--- src/rtl/lif_scheduler_if.sv ---
// Bus bundle for lif_scheduler: sweep request, currents, configuration, readout and sweep results.
// tick is taken only while busy is low; a tick seen while busy is high is dropped, never queued.
interface lif_scheduler_if #(
   parameter int N_NEURONS = 4,
   parameter int AW        = 2
);
   logic                   tick;
   logic [4*N_NEURONS-1:0] current_in;
   logic                   cfg_we;
   logic [AW-1:0]          cfg_addr;
   logic [3:0]             cfg_threshold;
   logic [1:0]             leak_shift;
   logic [2:0]             refrac_cfg;
   logic [AW-1:0]          rd_addr;
   logic [3:0]             rd_state;
   logic                   busy;
   logic                   done;
   logic [N_NEURONS-1:0]   spike_vec;
   logic [7:0]             spike_count;
   logic [1:0]             state_dbg;

   modport master (
      output tick, current_in, cfg_we, cfg_addr, cfg_threshold,
             leak_shift, refrac_cfg, rd_addr,
      input  rd_state, busy, done, spike_vec, spike_count, state_dbg
   );

   modport slave (
      input  tick, current_in, cfg_we, cfg_addr, cfg_threshold,
             leak_shift, refrac_cfg, rd_addr,
      output rd_state, busy, done, spike_vec, spike_count, state_dbg
   );
endinterface

--- src/rtl/lif_scheduler.sv ---
// Time-multiplexed leaky integrate-and-fire scheduler: one shared update datapath swept
// over N_NEURONS virtual neurons, one neuron per clock, started by tick.
module lif_scheduler #(
   parameter int N_NEURONS = 4,
   parameter int AW        = 2
) (
   input  logic           clk,
   input  logic           reset,
   lif_scheduler_if.slave bus
);

   typedef enum logic [1:0] {
      S_IDLE   = 2'd0,
      S_UPDATE = 2'd1,
      S_DONE   = 2'd2
   } state_t;

   localparam logic [AW-1:0] LAST_IDX = AW'(N_NEURONS - 1);

   state_t                 r_state;
   state_t                 w_state_nxt;
   logic                   w_busy;
   logic                   w_done;
   logic                   w_accept;
   logic                   w_update;

   logic [AW-1:0]          r_idx;
   logic [4*N_NEURONS-1:0] r_cur;
   logic [3:0]             r_mem [N_NEURONS];
   logic [3:0]             r_th  [N_NEURONS];
   logic [2:0]             r_ref [N_NEURONS];
   logic [N_NEURONS-1:0]   r_spike_vec;
   logic [7:0]             r_spike_cnt;

   logic [3:0]             w_s;
   logic [3:0]             w_th;
   logic [2:0]             w_r;
   logic [3:0]             w_cur;
   logic [3:0]             w_leaked;
   logic [4:0]             w_sum;
   logic [3:0]             w_integ;
   logic                   w_fire;

   always_ff @(posedge clk) begin
      if (!reset) begin
         r_state <= S_IDLE;
      end else begin
         r_state <= w_state_nxt;
      end
   end

   always_comb begin
      w_state_nxt = r_state;
      w_busy      = 1'b1;
      w_done      = 1'b0;
      w_accept    = 1'b0;
      w_update    = 1'b0;
      case (r_state)
         S_IDLE: begin
            w_busy = 1'b0;
            if (bus.tick) begin
               w_accept    = 1'b1;
               w_state_nxt = S_UPDATE;
            end
         end
         S_UPDATE: begin
            w_update = 1'b1;
            if (r_idx == LAST_IDX) begin
               w_state_nxt = S_DONE;
            end
         end
         S_DONE: begin
            w_done      = 1'b1;
            w_state_nxt = S_IDLE;
         end
         default: begin
            w_busy      = 1'b0;
            w_state_nxt = S_IDLE;
         end
      endcase
   end

   // Shared datapath: operands of the neuron selected by r_idx, all pre-update values.
   always_comb begin
      w_s      = r_mem[r_idx];
      w_th     = r_th[r_idx];
      w_r      = r_ref[r_idx];
      w_cur    = r_cur[{r_idx, 2'b00} +: 4];
      w_leaked = w_s >> bus.leak_shift;
      w_sum    = {1'b0, w_cur} + {1'b0, w_leaked};
      w_integ  = w_sum[4] ? 4'hF : w_sum[3:0];
      w_fire   = (w_r == 3'd0) && (w_s >= w_th);
   end

   // A threshold write in the same edge as that neuron's update lands after the compare.
   always_ff @(posedge clk) begin
      if (!reset) begin
         r_idx       <= '0;
         r_cur       <= '0;
         r_spike_vec <= '0;
         r_spike_cnt <= '0;
         for (int i = 0; i < N_NEURONS; i++) begin
            r_mem[i] <= 4'd0;
            r_th[i]  <= 4'd8;
            r_ref[i] <= 3'd0;
         end
      end else begin
         if (bus.cfg_we) begin
            r_th[bus.cfg_addr] <= bus.cfg_threshold;
         end
         if (w_accept) begin
            r_cur       <= bus.current_in;
            r_spike_vec <= '0;
            r_idx       <= '0;
         end
         if (w_update) begin
            r_idx <= r_idx + 1'b1;
            if (w_r != 3'd0) begin
               r_ref[r_idx] <= w_r - 3'd1;
               r_mem[r_idx] <= 4'd0;
            end else if (w_fire) begin
               r_mem[r_idx]       <= 4'd0;
               r_ref[r_idx]       <= bus.refrac_cfg;
               r_spike_vec[r_idx] <= 1'b1;
               if (r_spike_cnt != 8'hFF) begin
                  r_spike_cnt <= r_spike_cnt + 8'd1;
               end
            end else begin
               r_mem[r_idx] <= w_integ;
            end
         end
      end
   end

   assign bus.rd_state    = r_mem[bus.rd_addr];
   assign bus.busy        = w_busy;
   assign bus.done        = w_done;
   assign bus.spike_vec   = r_spike_vec;
   assign bus.spike_count = r_spike_cnt;
   assign bus.state_dbg   = r_state;

endmodule
--- src/flat_wrapper.sv ---
// flat-port wrapper written by rule: the top's interface ports become plain ports
module lif_scheduler_flat 
#(
   parameter int N_NEURONS = 4,
   parameter int AW        = 2
)
  (clk, reset, bus_tick, bus_current_in, bus_cfg_we, bus_cfg_addr, bus_cfg_threshold, bus_leak_shift, bus_refrac_cfg, bus_rd_addr, bus_rd_state, bus_busy, bus_done, bus_spike_vec, bus_spike_count, bus_state_dbg);
  lif_scheduler_if #(.N_NEURONS(N_NEURONS), .AW(AW)) bus_i ();
  input  logic clk;
  input  logic reset;
  input wire logic [$bits(bus_i.tick)-1:0] bus_tick;
  input wire logic [$bits(bus_i.current_in)-1:0] bus_current_in;
  input wire logic [$bits(bus_i.cfg_we)-1:0] bus_cfg_we;
  input wire logic [$bits(bus_i.cfg_addr)-1:0] bus_cfg_addr;
  input wire logic [$bits(bus_i.cfg_threshold)-1:0] bus_cfg_threshold;
  input wire logic [$bits(bus_i.leak_shift)-1:0] bus_leak_shift;
  input wire logic [$bits(bus_i.refrac_cfg)-1:0] bus_refrac_cfg;
  input wire logic [$bits(bus_i.rd_addr)-1:0] bus_rd_addr;
  output wire logic [$bits(bus_i.rd_state)-1:0] bus_rd_state;
  output wire logic [$bits(bus_i.busy)-1:0] bus_busy;
  output wire logic [$bits(bus_i.done)-1:0] bus_done;
  output wire logic [$bits(bus_i.spike_vec)-1:0] bus_spike_vec;
  output wire logic [$bits(bus_i.spike_count)-1:0] bus_spike_count;
  output wire logic [$bits(bus_i.state_dbg)-1:0] bus_state_dbg;
  assign bus_i.tick = bus_tick;
  assign bus_i.current_in = bus_current_in;
  assign bus_i.cfg_we = bus_cfg_we;
  assign bus_i.cfg_addr = bus_cfg_addr;
  assign bus_i.cfg_threshold = bus_cfg_threshold;
  assign bus_i.leak_shift = bus_leak_shift;
  assign bus_i.refrac_cfg = bus_refrac_cfg;
  assign bus_i.rd_addr = bus_rd_addr;
  assign bus_rd_state = bus_i.rd_state;
  assign bus_busy = bus_i.busy;
  assign bus_done = bus_i.done;
  assign bus_spike_vec = bus_i.spike_vec;
  assign bus_spike_count = bus_i.spike_count;
  assign bus_state_dbg = bus_i.state_dbg;
  lif_scheduler #(.N_NEURONS(N_NEURONS), .AW(AW)) u_core (.clk(clk), .reset(reset), .bus(bus_i));
endmodule
--- config.mk ---
export PLATFORM = sky130hd
export DESIGN_NAME = lif_scheduler_flat
export DESIGN_NICKNAME = d
export VERILOG_FILES = /design/src/rtl/lif_scheduler_if.sv /design/src/rtl/lif_scheduler.sv /design/src/flat_wrapper.sv
export SDC_FILE = /design/constraint.sdc
export NUM_CORES = 1
export LEC_CHECK = 0
export ABC_CLOCK_PERIOD_IN_PS = 9300
export CAP_MARGIN = 20
export CORE_MARGIN = 1
export CORE_UTILIZATION = 35
export CTS_CLUSTER_SIZE = 24
export DETAILED_ROUTE_END_ITERATION = 7
export HOLD_SLACK_MARGIN = 0.05
export PLACE_DENSITY = 0.52
export SYNTH_ARGS = -nofsm -noshare
export SYNTH_HDL_FRONTEND = slang
export SYNTH_SLANG_ARGS = --single-unit
--- constraint.sdc ---
create_clock -name clk -period 9.3 [get_ports clk]
set_input_delay 1.395 -clock clk [delete_from_list [all_inputs] [get_ports clk]]
set_output_delay 1.395 -clock clk [all_outputs]
set_load 0.005 [all_outputs]
# Word-level counts from Yosys, hierarchy flattened
# Memory sizes are Yosys's and may differ from the RTL's. A register that Yosys moved wholly into a read port is not among the register bits.
# Index checks and enable logic that the tools add are counted.
# Widths: inputs -> output; s select.
# classes
addsub	4
n_mul	0
n_div	0
order_cmp	3
n_eq_ne	6
shifts	2
mux	54
bitwise_logic	5
n_reduce_logical	12
# op_table
op	n
$mux 4	10
$mux 1	27
$mux 2	13
$shiftx 16x5->4	1
$add 8x1->8 const B	1
$ne 8x8->1 const B	1
$reduce_or 4->1	2
$mux 3	2
$add 4x4->5	1
$eq 2x2->1 const B	2
$ge 4x4->1	1
$or 4x4->4	1
$pmux 2 s2	1
$reduce_and 4->1	1
$shr 4x2->4	1
$logic_not 3->1	1
$lt 2x3->1 const B	1
$or 1x1->1	3
$reduce_bool 3->1	1
$reduce_or 3->1	1
$sub 3x1->3 const B	1
$add 2x1->2 const B	1
$demux 1 s2	1
$eq 2x1->1 const B	1
9 further kinds	10
# word_totals
regBits	32
latch_bits	0
ram_bits	44
mem_bits_ro	0
out_inout_bits	20
memories	3
# mem_list
memory	depth	width	read_ports	rd_ports_with_merged_regs	write_ports	line	rtl
u_core.r_mem	4	4	2	1	4	lif_scheduler.sv:29	logic [3:0] r_mem [N_NEURONS];
u_core.r_th	4	4	1	1	4	lif_scheduler.sv:30	logic [3:0] r_th [N_NEURONS];
u_core.r_ref	4	3	1	1	4	lif_scheduler.sv:31	logic [2:0] r_ref [N_NEURONS];

# Longest topological paths before layout
# Gate-level depths: netlist of run 1.
# depth
word_depth	11
mapped_depth	14
ltp_nobuf	13

# Worst setup path after synthesis of run 1
# OpenSTA, ideal clock, no wires.
# synth_timing
kind	input to output
from	input port bus_rd_addr[0]
to	output port bus_rd_state[0]
arrival_ns	1.873
required_time_ns	7.905
path_slack_ns	6.032
stages	1
n_path_buf	0
cell_sequence	mux4_2
# synth_via
elab_chain_cells	1
# synth_lines
item	line	rtl
start, declared	flat_wrapper.sv:18	input wire logic [$bits(bus_i.rd_addr)-1:0] bus_rd_addr;
$mem_v2 4x4	n/a	
end, declared	flat_wrapper.sv:19	output wire logic [$bits(bus_i.rd_state)-1:0] bus_rd_state;
# Every way passes these cells.

# Worst setup path in the final report of run 1
# layout_timing
from	input port bus_rd_addr[0]
to	output port bus_rd_state[3]
# The elaborated chain is that of the path after synthesis.

==> results of run 1 <==
-- final timing paths --
path / from / endpoint / slack, ns / cells after the start
max: bus_rd_addr[0] / bus_rd_state[3] / 4.87 / 3
min: u_core.r_cur[5] / u_core.r_cur[5] / 0.45 / 2
max reg2reg: flop / u_core.r_mem[0][3] / 5.72 / 11
min reg2reg: u_core.r_cur[5] / u_core.r_cur[5] / 0.45 / 2
-- synth_stat cells --
master	count	area share
sky130_fd_sc_hd__nor3_1	3	0.0038
sky130_fd_sc_hd__a211o_1	1	0.0022
sky130_fd_sc_hd__a211oi_1	3	0.0057
sky130_fd_sc_hd__mux2i_1	5	0.013
sky130_fd_sc_hd__dfxtp_1	34	0.17
sky130_fd_sc_hd__or2_2	3	0.0048
sky130_fd_sc_hd__ha_1	19	0.060
sky130_fd_sc_hd__buf_2	2	0.0025
sky130_fd_sc_hd__or3_1	6	0.0095
sky130_fd_sc_hd__nor2b_1	3	0.0048
sky130_fd_sc_hd__and3_1	3	0.0048
sky130_fd_sc_hd__nand4_1	3	0.0048
sky130_fd_sc_hd__mux4_2	19	0.11
sky130_fd_sc_hd__a22oi_1	4	0.0076
sky130_fd_sc_hd__o32ai_1	3	0.0067
sky130_fd_sc_hd__nor2_1	35	0.033
sky130_fd_sc_hd__a21oi_1	29	0.037
sky130_fd_sc_hd__inv_1	27	0.026
sky130_fd_sc_hd__or4_1	2	0.0038
sky130_fd_sc_hd__fa_1	1	0.0051
sky130_fd_sc_hd__o21a_1	1	0.0019
sky130_fd_sc_hd__o31ai_1	4	0.0076
sky130_fd_sc_hd__o211a_1	1	0.0025
sky130_fd_sc_hd__a21o_1	1	0.0019
sky130_fd_sc_hd__a2111oi_2	1	0.0038
sky130_fd_sc_hd__nand2_1	56	0.053
sky130_fd_sc_hd__nor3b_1	3	0.0057
sky130_fd_sc_hd__clkbuf_1	15	0.014
sky130_fd_sc_hd__edfxtp_1	44	0.33
sky130_fd_sc_hd__o21ai_0	10	0.013
sky130_fd_sc_hd__and2_1	10	0.016
sky130_fd_sc_hd__nand3_1	7	0.0089
sky130_fd_sc_hd__xnor2_1	1	0.0022
sky130_fd_sc_hd__nand2b_1	10	0.016
sky130_fd_sc_hd__nor4_1	1	0.0016
sky130_fd_sc_hd__a31oi_1	1	0.0016
-- cell families (layout without fill, tap and decap cells) --
kind of cell,count (synthesis),after routing,synth area share
AND/OR/NAND/NOR,145,145,0.1706
flip-flops,78,78,0.5073
AO/OA/AOI/OAI,59,59,0.09100
buffers and inverters,44,96,0.04249
multiplexers,24,24,0.1211
adder cells (fa/ha/maj),20,20,0.06531
XOR/XNOR,1,1,0.002220
-- flip-flops by register name, indices dropped and copies added (netlist names), named ones only --
signal and flops:
u_core.r_mem 16, u_core.r_th 16, u_core.bus.state_dbg 2, u_core.bus.spike_count 8, u_core.r_idx 2, u_core.r_ref 12
u_core.r_cur 16, u_core.bus.spike_vec 4
-- tightest hold or removal path: cells and delay by family (launching register included) --
kind / cells / cell delay (ns)
DFF: 1 / 0.31
AOI/OAI and AO/OA: 1 / 0.05
and+or+nand+nor: 1 / 0.05
-- power by group --
part           total, mW  leakage (nW)  switching, mW  internal [mW]
Clock              0.353         0.153          0.132          0.220
Combinational      0.151         0.968         0.0802         0.0708
Sequential         0.403         0.724         0.0170          0.386
Total              0.907          1.84          0.230          0.678
-- metal layers --
| metal | routed length, um | vias to the layer above |
|---|---|---|
| met4 | 95 | 0 |
| li1 | - | 1417 |
| met1 | 4242 | 1351 |
| met5 | 0 | - |
| met3 | 300 | 8 |
| met2 | 4037 | 53 |
-- cell type report --
class	instances	area, um2	area share
sequential	78	2002	0.4093
multi-input combinational	249	1777	0.3633
timing repair buffer	53	528.0	0.1080
clock buffer	14	296.5	0.06063
tap	140	175.2	0.03581
inverter	27	101.3	0.02072
clock inverter	2	11.26	0.002302
==> results.txt, run 1 <==
* Total number of vias: approximately 2800
- On the worst path, the slowest cell contributes a delay of 0.61 ns.
- The final-report max-slew violation count is 0.
- Count of TritonRoute iterations in the first routing pass: 4
* Clock transition time at the flip-flop clock pins of the worst setup and hold paths: 0.06 ns
- The largest individual stage delay along the critical path comes from the cell sky130_fd_sc_hd__clkdlybuf4s50_1.
- Worst vdd ir: 0.08670 mV
- DRC: 0
* Die outline height: 108.2 um
* Initial detailed-routing violation count: between 90 and 100
- Met3 capacity usage during global routing: 0.02893
- Layout overhead on the synthesized area: 23.94%
* Die span in x: 108.2 um
- Category of the worst setup path launch point: input port
* DP Area: around 4600 um2
- The average instance in the mapped netlist occupies between 10 and 15 um2.
- Final Critical Period: ~4.4 ns
- Non-Filler Cell Area, Final: 4891 um2
- In this run the tightest slew margin relative to its limit is 0.3971.
* RSZ-0062 raised after global routing: false
- The number of hold buffers added after CTS was 0.
- Number of cell rows: 38
- GPL Wtd Cong: between 0.7 and 0.8
- In this design, the critical path's most frequently occurring cell is sky130_fd_sc_hd__clkdlybuf4s50_1.
- Clk root buf: sky130_fd_sc_hd__clkbuf_16
* Number of cells upsized or downsized after cts: 0
- Broken down by cell family, the worst path's largest delay share belongs to buffers and inverters.
* Maximum clock frequency: 0.2258 GHz
- Setup total negative slack on the finished layout was measured at 0 ns.
- Worst Setup Slack post-DPL: 4.852 ns
- Hold is met by 0.4548 ns.
- Post-synthesis instance area: 3946 um2
- Count of buffering cells on the critical path with inverters included: 2
- # placed instances: 547
- Number of antenna violations at the first check in global routing: 0
- Via density per instance: 5.025
- The routed design has 8.676 mm of wire.
- For this design the ratio of total power to cell area is 185.5 nW/um2.
- Share of the clock period used by the worst path: 0.4761
* Power consumption: about 0.9 mW
- Number of routed nets with antenna violations: 0
- In the final layout, the share of cells above drive strength 1 is 0.08983.
* Core outline area: approximately 11000 um2
* Num Clock Sinks: 78
- Met1 usage: 0.2272
* Kind of path behind the tightest hold check: flop to flop
- The critical path is of the input port to output pin type.
- Global-route wire length before repair: 14.39 mm
* PnR worst setup slack: 4.872 ns
- The initial utilization of the core area, before any placement, comes to 0.3609.
- Commonest cells after routing, fill and taps aside: sky130_fd_sc_hd__nand2_1, sky130_fd_sc_hd__clkdlybuf4s50_1, sky130_fd_sc_hd__edfxtp_1, sky130_fd_sc_hd__nor2_1, sky130_fd_sc_hd__dfxtp_1
- Actual transition at the worst max-transition pin: 0.9033 ns
- Along the worst path, the maximum fanout reaches 4.
- Met2 demand-to-capacity share in global routing: 0.2530
* Gate Count Post-Synth: 371
- After synthesis, the netlist uses 36 different library cells.
- Most frequent standard cell in the layout excluding fill and tap cells: sky130_fd_sc_hd__nand2_1
* Number of buffers on the longest clock path: 2
- Skew-Pair Late Insertion Delay: 0.33 ns
- For the worst setup path, the data arrival time is 3.03 ns.
- In this run the number of H-tree levels came out at 3.
- At the end of the flow, the number of nets in the layout was 471.
* Antenna diode instance count: 0
- After filler insertion, the fill cell instance count of the layout stands at ~1000.
- Non-filler cells, final: around 560
* Sequence of cells on the critical path: clkdlybuf4s50_1 > mux4_2 > clkdlybuf4s50_1
* DP Wirelength: approximately 6.3 mm
* IO buf count: between 50 and 60
- The layer flagged by global routing as most heavily used is met2.
* Leakage power total: 1.845 nW
* TritonCTS clock tree: done
- Counting flops and latches in the post-synthesis netlist gives 78.
- The Yosys step of the flow raised 0 warnings.
* Vias in the first global route: 2842
* Area of the die: 11700 um2
- Critical Path End Type: output pin
- Once the clock tree was built, the setup fixing pass inserted 0 buffers.
- Across the routed clock network, the largest skew measured is 0.008785 ns.
* Status: finished, final reports clean
* Total Routing Usage GR: 0.1633
- After detailed routing, the average wire length per cell comes to between 15 and 20 um.
* Synthesized Nets: 424
- Data on the critical path is required at its endpoint by 7.91 ns.
- I/O pin count: 53
* Post-layout utilization of the core: 0.4473
- Entering global routing, the biggest net connects 30 pins.
- Aggregate global routing overflow: 0
- Final Hold Violating Endpoints: 0
* Number of buffers created by CTS: 9
* Part of the Yosys area used for sequential elements: 0.5073
- Max-cap violations in this run came to 0.
* Total of endpoints with negative setup slack in the final report: 0
Power figures use the tool's default switching activity.
==> run 2: changes to the inputs <==
--- a/config.mk
+++ b/config.mk
@@ -5,7 +5,7 @@
 export SDC_FILE = /design/constraint.sdc
 export NUM_CORES = 1
 export LEC_CHECK = 0
-export ABC_CLOCK_PERIOD_IN_PS = 9300
+export ABC_CLOCK_PERIOD_IN_PS = 4400
 export CAP_MARGIN = 20
 export CORE_MARGIN = 1
 export CORE_UTILIZATION = 35
==> constraint.sdc (replaced) <==
create_clock -name clk -period 4.4 [get_ports clk]
set_input_delay 0.66 -clock clk [delete_from_list [all_inputs] [get_ports clk]]
set_output_delay 0.66 -clock clk [all_outputs]
set_load 0.005 [all_outputs]
==> run 2 against run 1 <==
Effect of this change:
- design area is 0.15% higher
- combinational power increased by 110%
- first-iteration DRC count rose by 39%
- clock power up 120%
- count of clock-buffer cells in the layout shrank 3
- core utilization is 0.069 points higher
- worst hold slack is essentially flat
- sequential cell count did not move
- largest power group unchanged
==> results.txt, run 2 (same netlist as run 1, synthesis figures left out) <==
* Wire length per cell after detailed routing: 15.52 um
- After floorplanning, the core was divided into 38 placement rows.
* # placed instances: 548
- Clock skew on the completed layout was measured at between 0.007 and 0.008 ns.
* Clock transition time at the flip-flop clock pins of the worst setup and hold paths: about 0.060 ns
* Largest net degree at the start of global routing: 30
- Type of the worst setup path: flop to flop
* End point of the critical path: u_core.bus.spike_count[5]
- 0 antenna diodes ended up in the layout.
- Data on the critical path arrives at its endpoint at 3.63 ns.
* Number of routed nets with antenna violations: 0
* Sum of routed wire length over all layers: between 8 and 9 mm
- Most frequent standard cell in the layout excluding fill and tap cells: sky130_fd_sc_hd__nand2_1
- For the final routed database, the setup TNS stands at 0 ns.
- Commonest cells after routing, fill and taps aside: sky130_fd_sc_hd__nand2_1, sky130_fd_sc_hd__clkdlybuf4s50_1, sky130_fd_sc_hd__edfxtp_1, sky130_fd_sc_hd__nor2_1, sky130_fd_sc_hd__dfxtp_1
- Max-cap viol count: 0
- The number of antenna violations at the first check in global routing came to 0.
* GPL Wtd Cong: 0.7848
- In this run the power density over the cells is 395.2 nW/um2.
- Across every metal layer, demand over resource in global routing totals 0.1639.
* Total number of vias: about 2800
- The tree is rooted in a sky130_fd_sc_hd__clkbuf_16.
* IO buf count: 52
- Maximum clock frequency: 0.2957 GHz
- In the routed layout, each cell is associated on average with a via count of 5.012.
* Number of buffers inserted by hold repair at cts: 0
- Largest registers ranked by flip-flop count: u_core.r_cur: 16 flops, u_core.r_mem: 16 flops, u_core.r_th: 16 flops
- Register Area: 2002 um2
- Of the cells placed in the final design, the portion with a size suffix greater than 1 is 0.09434.
- Category of the worst setup path launch point: flop
- Die span in x: 108.2 um
- The flow ran to the end, and the final reports show no timing, DRC or antenna violations.
- The longest clock path from root to sink contains 2 buffers.
* DRC: 0
- TritonCTS built the clock tree.
- The tightest min-delay check is of the flop to flop type.
* Skew-Pair Late Insertion Delay: approximately 0.33 ns
* Count of filler cells inserted in the layout: around 1100
* Initial core utilization: 0.3609
* Die outline height: 108.2 um
* Maximum net fanout on the critical path: 10
- Post-layout utilization of the core: 0.4479
- After layout, the design draws a total of slightly below 2 mW.
* Leakage power total: about 1.9 nW
- CTS H-tree lvls: 3
- DP Wirelength: 6.415 mm
- Share of the clock period used by the worst path: 0.7685
- Vias in the first global route: 2863
- Final-report max-slew violation count: 0
- In this run the count of I/O pins placed on the die edge is 53.
- Setup violations remaining at the end of the flow were counted as 0.
- The first global-routing pass estimated 14.42 mm of wire.
- Once layout is complete, the cells apart from fillers number 564.
- After floorplanning, the core was sized to cover 10940 um2.
- Final Hold Violating Endpoints: 0
* Number of buffers created by CTS: 9
- Count of TritonRoute iterations in the first routing pass: 4
- Num Clock Sinks: 78
- The endpoint identified for the worst register-to-register timing path is u_core.bus.spike_count[5].
- Worst vdd ir: ~0.18 mV
- Reg2reg setup slack: 1.02 ns
* Actual transition at the worst max-transition pin: 0.9238 ns
- The net count of the finished layout is 472.
* RSZ-0062 raised after global routing: false
- Relative max-transition margin: 0.3834
- Post-CTS Setup Bufs: 0
* Number of cells upsized or downsized after cts: 0
- Initial detailed-routing violation count: 133
- Critical Path End Type: flop
- Cell depth of the worst flop-to-flop path: 9
* Area of the die: 11700 um2
* Aggregate global routing overflow: 0
- Area occupied by multi-input gates: approximately 1800 um2
- After layout, the minimum clock period comes to 3.381 ns.
* Required time of the critical path: 4.65 ns
- Relative to the synthesized area, the layout overhead comes to 24.13%.
run 2: worst max-delay path, cell delays in order, from the launching register on:
cell,delay (ns)
sky130_fd_sc_hd__dfxtp_1,0.71
sky130_fd_sc_hd__buf_4,0.26
sky130_fd_sc_hd__mux4_2,0.51
sky130_fd_sc_hd__inv_1,0.07
sky130_fd_sc_hd__ha_1,0.14
sky130_fd_sc_hd__ha_1,0.31
sky130_fd_sc_hd__nand2_1,0.13
sky130_fd_sc_hd__or3_1,0.47
sky130_fd_sc_hd__or4_1,0.54
sky130_fd_sc_hd__a21oi_1,0.15
run 2: metal layers:
layer,part of all wire,GRT usage,up-vias
met5,0,0,-
met4,0.0078,0.05675,0
met3,0.046,0.03677,5
met2,0.48,0.2634,61
met1,0.47,0.2169,1341
li1,-,-,1420
run 2: worst min-delay path by stage:
| stage | end | slack (ns) | from | cells after the start |
|---|---|---|---|---|
| 3_5_place_dp | u_core.r_cur[14] | 0.44 | u_core.r_cur[14] | 2 |
| 5_1_grt | u_core.r_cur[6] | 0.47 | u_core.r_cur[6] | 2 |
| 6_report | u_core.r_cur[4] | 0.45 | u_core.r_cur[4] | 2 |
| 3_3_place_gp | u_core.r_cur[7] | 0.44 | u_core.r_cur[7] | 2 |
| 4_1_cts | u_core.r_cur[14] | 0.45 | u_core.r_cur[14] | 2 |
| 2_1_floorplan | u_core.r_cur[10] | 0.43 | u_core.r_cur[10] | 2 |
run 2: through the flow:
stage	hold WS (ns)	setup WS (ns)	cell area (um2)
2_1_floorplan	0.4331	1.451	3946
3_3_place_gp	0.4402	1.067	4591
3_5_place_dp	0.4438	0.9910	4591
4_1_cts	0.4523	0.9651	4898
5_1_grt	0.4747	0.7136	4898
6_report	0.4543	1.019	4898
run 2: final cells by class:
cell class,instances,area share
sequential,78,0.4087
tap,140,0.03576
clock buffer,11,0.05185
timing repair buffer,54,0.1093
inverter,27,0.02069
multi-input combinational,249,0.3627
clock inverter,5,0.01098
run 2: power breakdown:
part	switching (mW)	internal, mW
registers	0.0336	0.816
clock network	0.289	0.474
logic	0.171	0.152
total	0.494	1.44
==> run 3: changes to the inputs <==
--- a/config.mk
+++ b/config.mk
@@ -5,14 +5,14 @@
 export SDC_FILE = /design/constraint.sdc
 export NUM_CORES = 1
 export LEC_CHECK = 0
-export ABC_CLOCK_PERIOD_IN_PS = 4400
+export ABC_CLOCK_PERIOD_IN_PS = 3100
 export CAP_MARGIN = 20
 export CORE_MARGIN = 1
 export CORE_UTILIZATION = 35
 export CTS_CLUSTER_SIZE = 24
 export DETAILED_ROUTE_END_ITERATION = 7
 export HOLD_SLACK_MARGIN = 0.05
-export PLACE_DENSITY = 0.52
+export PLACE_DENSITY = 0.54
 export SYNTH_ARGS = -nofsm -noshare
 export SYNTH_HDL_FRONTEND = slang
 export SYNTH_SLANG_ARGS = --single-unit
==> constraint.sdc (replaced) <==
create_clock -name clk -period 3.1 [get_ports clk]
set_input_delay 0.465 -clock clk [delete_from_list [all_inputs] [get_ports clk]]
set_output_delay 0.465 -clock clk [all_outputs]
set_load 0.005 [all_outputs]
==> run 3 against run 2 <==
Effect of this change:
- non-clock buffer count is 16 higher
- die area stayed put
- wire length rose by 0.21%
- combinational power up 57%
- final cell count rose by 2.8%
- setup slack worse by 0.89 ns
- via count rose by 3.7%
- sequential cell count stayed put
- fmax increased by 14%
- critical endpoint is now u_core.r_mem[1][3]
- highest routed layer unchanged
==> results.txt, run 3 (same netlist as run 1, synthesis figures left out) <==
* Status: finished, final reports clean
- Between clock sinks in the finished design, the worst skew comes to 0.004582 ns.
* Global-route wire length before repair: approximately 14 mm
- IO buf count: 52
- The die is 108.2 um wide.
- Most frequent standard cell in the layout excluding fill and tap cells: sky130_fd_sc_hd__nand2_1
- Sequential group share of total power: 0.439
- Pin placement for this block handled 53 I/O pins.
* Peak per-stage delay on the critical path: 0.58 ns
- In this run the power spent charging and discharging nets is 0.7024 mW.
* Comb pwr share: 0.186
- The later pin in the worst-skew pair is clocked with a latency of ~0.33 ns.
- Clk pwr share: 0.374
* Aggregate global routing overflow: 0
- The number of global-route vias before repair came to 2895.
- Clock-pin slew was measured on the worst setup and hold paths at 0.06 ns.
- 0 antenna diodes ended up in the layout.
- Reg2reg setup slack: 0.13 ns
- Maximum net fanout on the critical path: 11
- Maximum clock frequency: roughly 0.34 GHz
- Sum of routed wire length over all layers: approximately 8.8 mm
- Category of the worst setup path launch point: flop
- Total of endpoints with negative setup slack in the final report: 0
* Core outline area: ~11000 um2
- The library cells used most frequently in the layout, excluding fill and tap cells, are sky130_fd_sc_hd__nand2_1, sky130_fd_sc_hd__clkdlybuf4s50_1, sky130_fd_sc_hd__edfxtp_1, sky130_fd_sc_hd__nor2_1, sky130_fd_sc_hd__dfxtp_1.
* Final Hold Violating Endpoints: 0
* Critical Path End Type: flop
- End of the worst register-to-register path: u_core.r_mem[1][3]
- The tightest hold path in the finished design has a slack of 0.4518 ns.
- Sequence of cells on the critical path: buf_12 > mux4_2 > mux2i_1 > nor2_1 > a21oi_1 > inv_1 > ha_1 > a21o_1 > a21oi_1 > a31oi_1 > o31ai_2 > buf_4 > nor2_1
* Count of filler cells inserted in the layout: ~1100
* Pwr Density: 542.8 nW/um2
- In this run, CTS created clock tree buffers numbering 9.
- Area occupied by multi-input gates: 1793 um2
- Number of nets at the end of the flow: 488
* Largest net degree at the start of global routing: 21
- Non-Filler Cell Area, Final: 5024 um2
- The wire-length estimate of the detail-placed layout is approximately 6.6 mm.
- The worst setup path is of the flop to flop kind.
* GPL Wtd Cong: 0.7921
* Number of routed nets with antenna violations: 0
* Share of final-layout standard cells stronger than drive strength 1: 0.1318
- Wire length per cell after detailed routing: 15.12 um
- Count of TritonRoute iterations in the first routing pass: 4
* Largest registers ranked by flip-flop count: u_core.r_cur: 16 flops, u_core.r_mem: 16 flops, u_core.r_th: 16 flops
- Among all stages on the critical path, the largest delay is contributed by sky130_fd_sc_hd__mux4_2.
- Measured against its own limit, the worst slew margin works out to 0.5618.
- The number of buffers and inverters on the critical path is 3.
* Via density per instance: 5.057
* Cell depth of the worst flop-to-flop path: 13
- In this run the number of H-tree levels came out at 3.
- At the pin with the least slew margin, the transition time is about 0.66 ns.
- Internal power comes to 2.024 mW.
* Layout overhead on the synthesized area: 27.30%
- In this run the core area contains 38 standard-cell rows.
- The die is between 100 and 150 um tall.
* Leakage power total: between 1.5 and 2 nW
* DP Area: between 4000 and 5000 um2
- TritonCTS clock tree: done
* Delay-heaviest family, CP: compound AO/OA/AOI/OAI gates
- Data on the critical path is required at its endpoint by 3.17 ns.
* Num Clock Sinks: 78
- Total number of vias: 2933
- The final-report max-slew violation count came to 0.
* Share of the clock period used by the worst path: 0.9577
- Switch share: 0.2576
- Number of buffers on the longest clock path: 2
- Worst path depth: 13
- Across the whole layout, storage elements account for 2002 um2.
- Kind of path behind the tightest hold check: flop to flop
* End point of the critical path: u_core.r_mem[1][3]
* Worst vdd ir: 0.2807 mV
- Clk root buf: sky130_fd_sc_hd__clkbuf_16
- The number of antenna violations at the first check in global routing came to 0.
* Post-layout utilization of the core: 0.4594
* Data arrival time at the worst-slack endpoint: 3.04 ns
* Final Critical Period: around 3.0 ns
- Area of the die: around 12000 um2
- Initial detailed-routing violation count: 141
* DRC: 0
* Initial core utilization: 0.3609
- For this run, the total global-route usage over all layers was measured as 0.1642.
- Max-cap viol count: 0
==> run 3: cell type report <==
class / count / area share
sequential: 78 / 0.3985
multi-input combinational: 249 / 0.3569
timing repair buffer: 70 / 0.1330
clock buffer: 12 / 0.04707
tap: 140 / 0.03487
inverter: 27 / 0.02017
clock inverter: 4 / 0.009465
==> run 3: worst min path at each step <==
stage,from,to,slack (ns),depth (start not counted)
6_report,u_core.r_cur[15],u_core.r_cur[15],0.45,2
5_1_grt,u_core.r_cur[7],u_core.r_cur[7],0.47,2
4_1_cts,u_core.r_cur[8],u_core.r_cur[8],0.45,2
3_5_place_dp,u_core.r_cur[8],u_core.r_cur[8],0.45,2
2_1_floorplan,u_core.r_cur[10],u_core.r_cur[10],0.43,2
3_3_place_gp,u_core.r_cur[6],u_core.r_cur[6],0.44,2
==> run 3: what timing repair did <==
action                                  in CTS  in global routing
hold buffers                                 0                  0
endpoints found under the setup margin       0                 16
setup buffers                                0                  1
resized for setup                            0                  7
==> run 3: worst register-to-register path: cells and delay by family, from the launching register on <==
kind	cells	cell delay, ns
multiplexers	2	0.75
adder cells (fa/ha/maj)	1	0.28
AND/OR/NAND/NOR	2	0.09
AO/OA/AOI/OAI	5	0.82
buffers and inverters	3	0.40
flip-flops	1	0.35
==> run 3: power by group through the flow <==
| stage | Clock, mW | Sequential, mW | Combinational, mW |
|---|---|---|---|
| 6_report | 1.02 | 1.20 | 0.508 |
| 5_1_grt | 1.08 | 1.21 | 0.570 |
| 4_1_cts | 1.05 | 1.20 | 0.510 |
| 3_5_place_dp | 0 | 1.22 | 0.508 |
| 3_3_place_gp | 0 | 1.22 | 0.502 |
| 2_1_floorplan | 0 | 1.20 | 0.323 |
==> run 3: through the flow <==
stage	total power [mW]	setup slack, ns	setup TNS, ns	std cells
floorplan	1.522	0.1514	0	371
global placement	1.721	0.03779	0	563
detailed placement	1.729	0.02746	0	563
CTS	2.754	0.04545	0	579
global route	2.857	-0.06611	-0.2169	580
finish	2.727	0.1310	0	580
==> run 3: layer usage <==
metal	share of wire	GRT usage
met2	0.48	0.2616
met1	0.48	0.2173
met3	0.035	0.03797
met4	0.0091	0.05969
met5	0	0
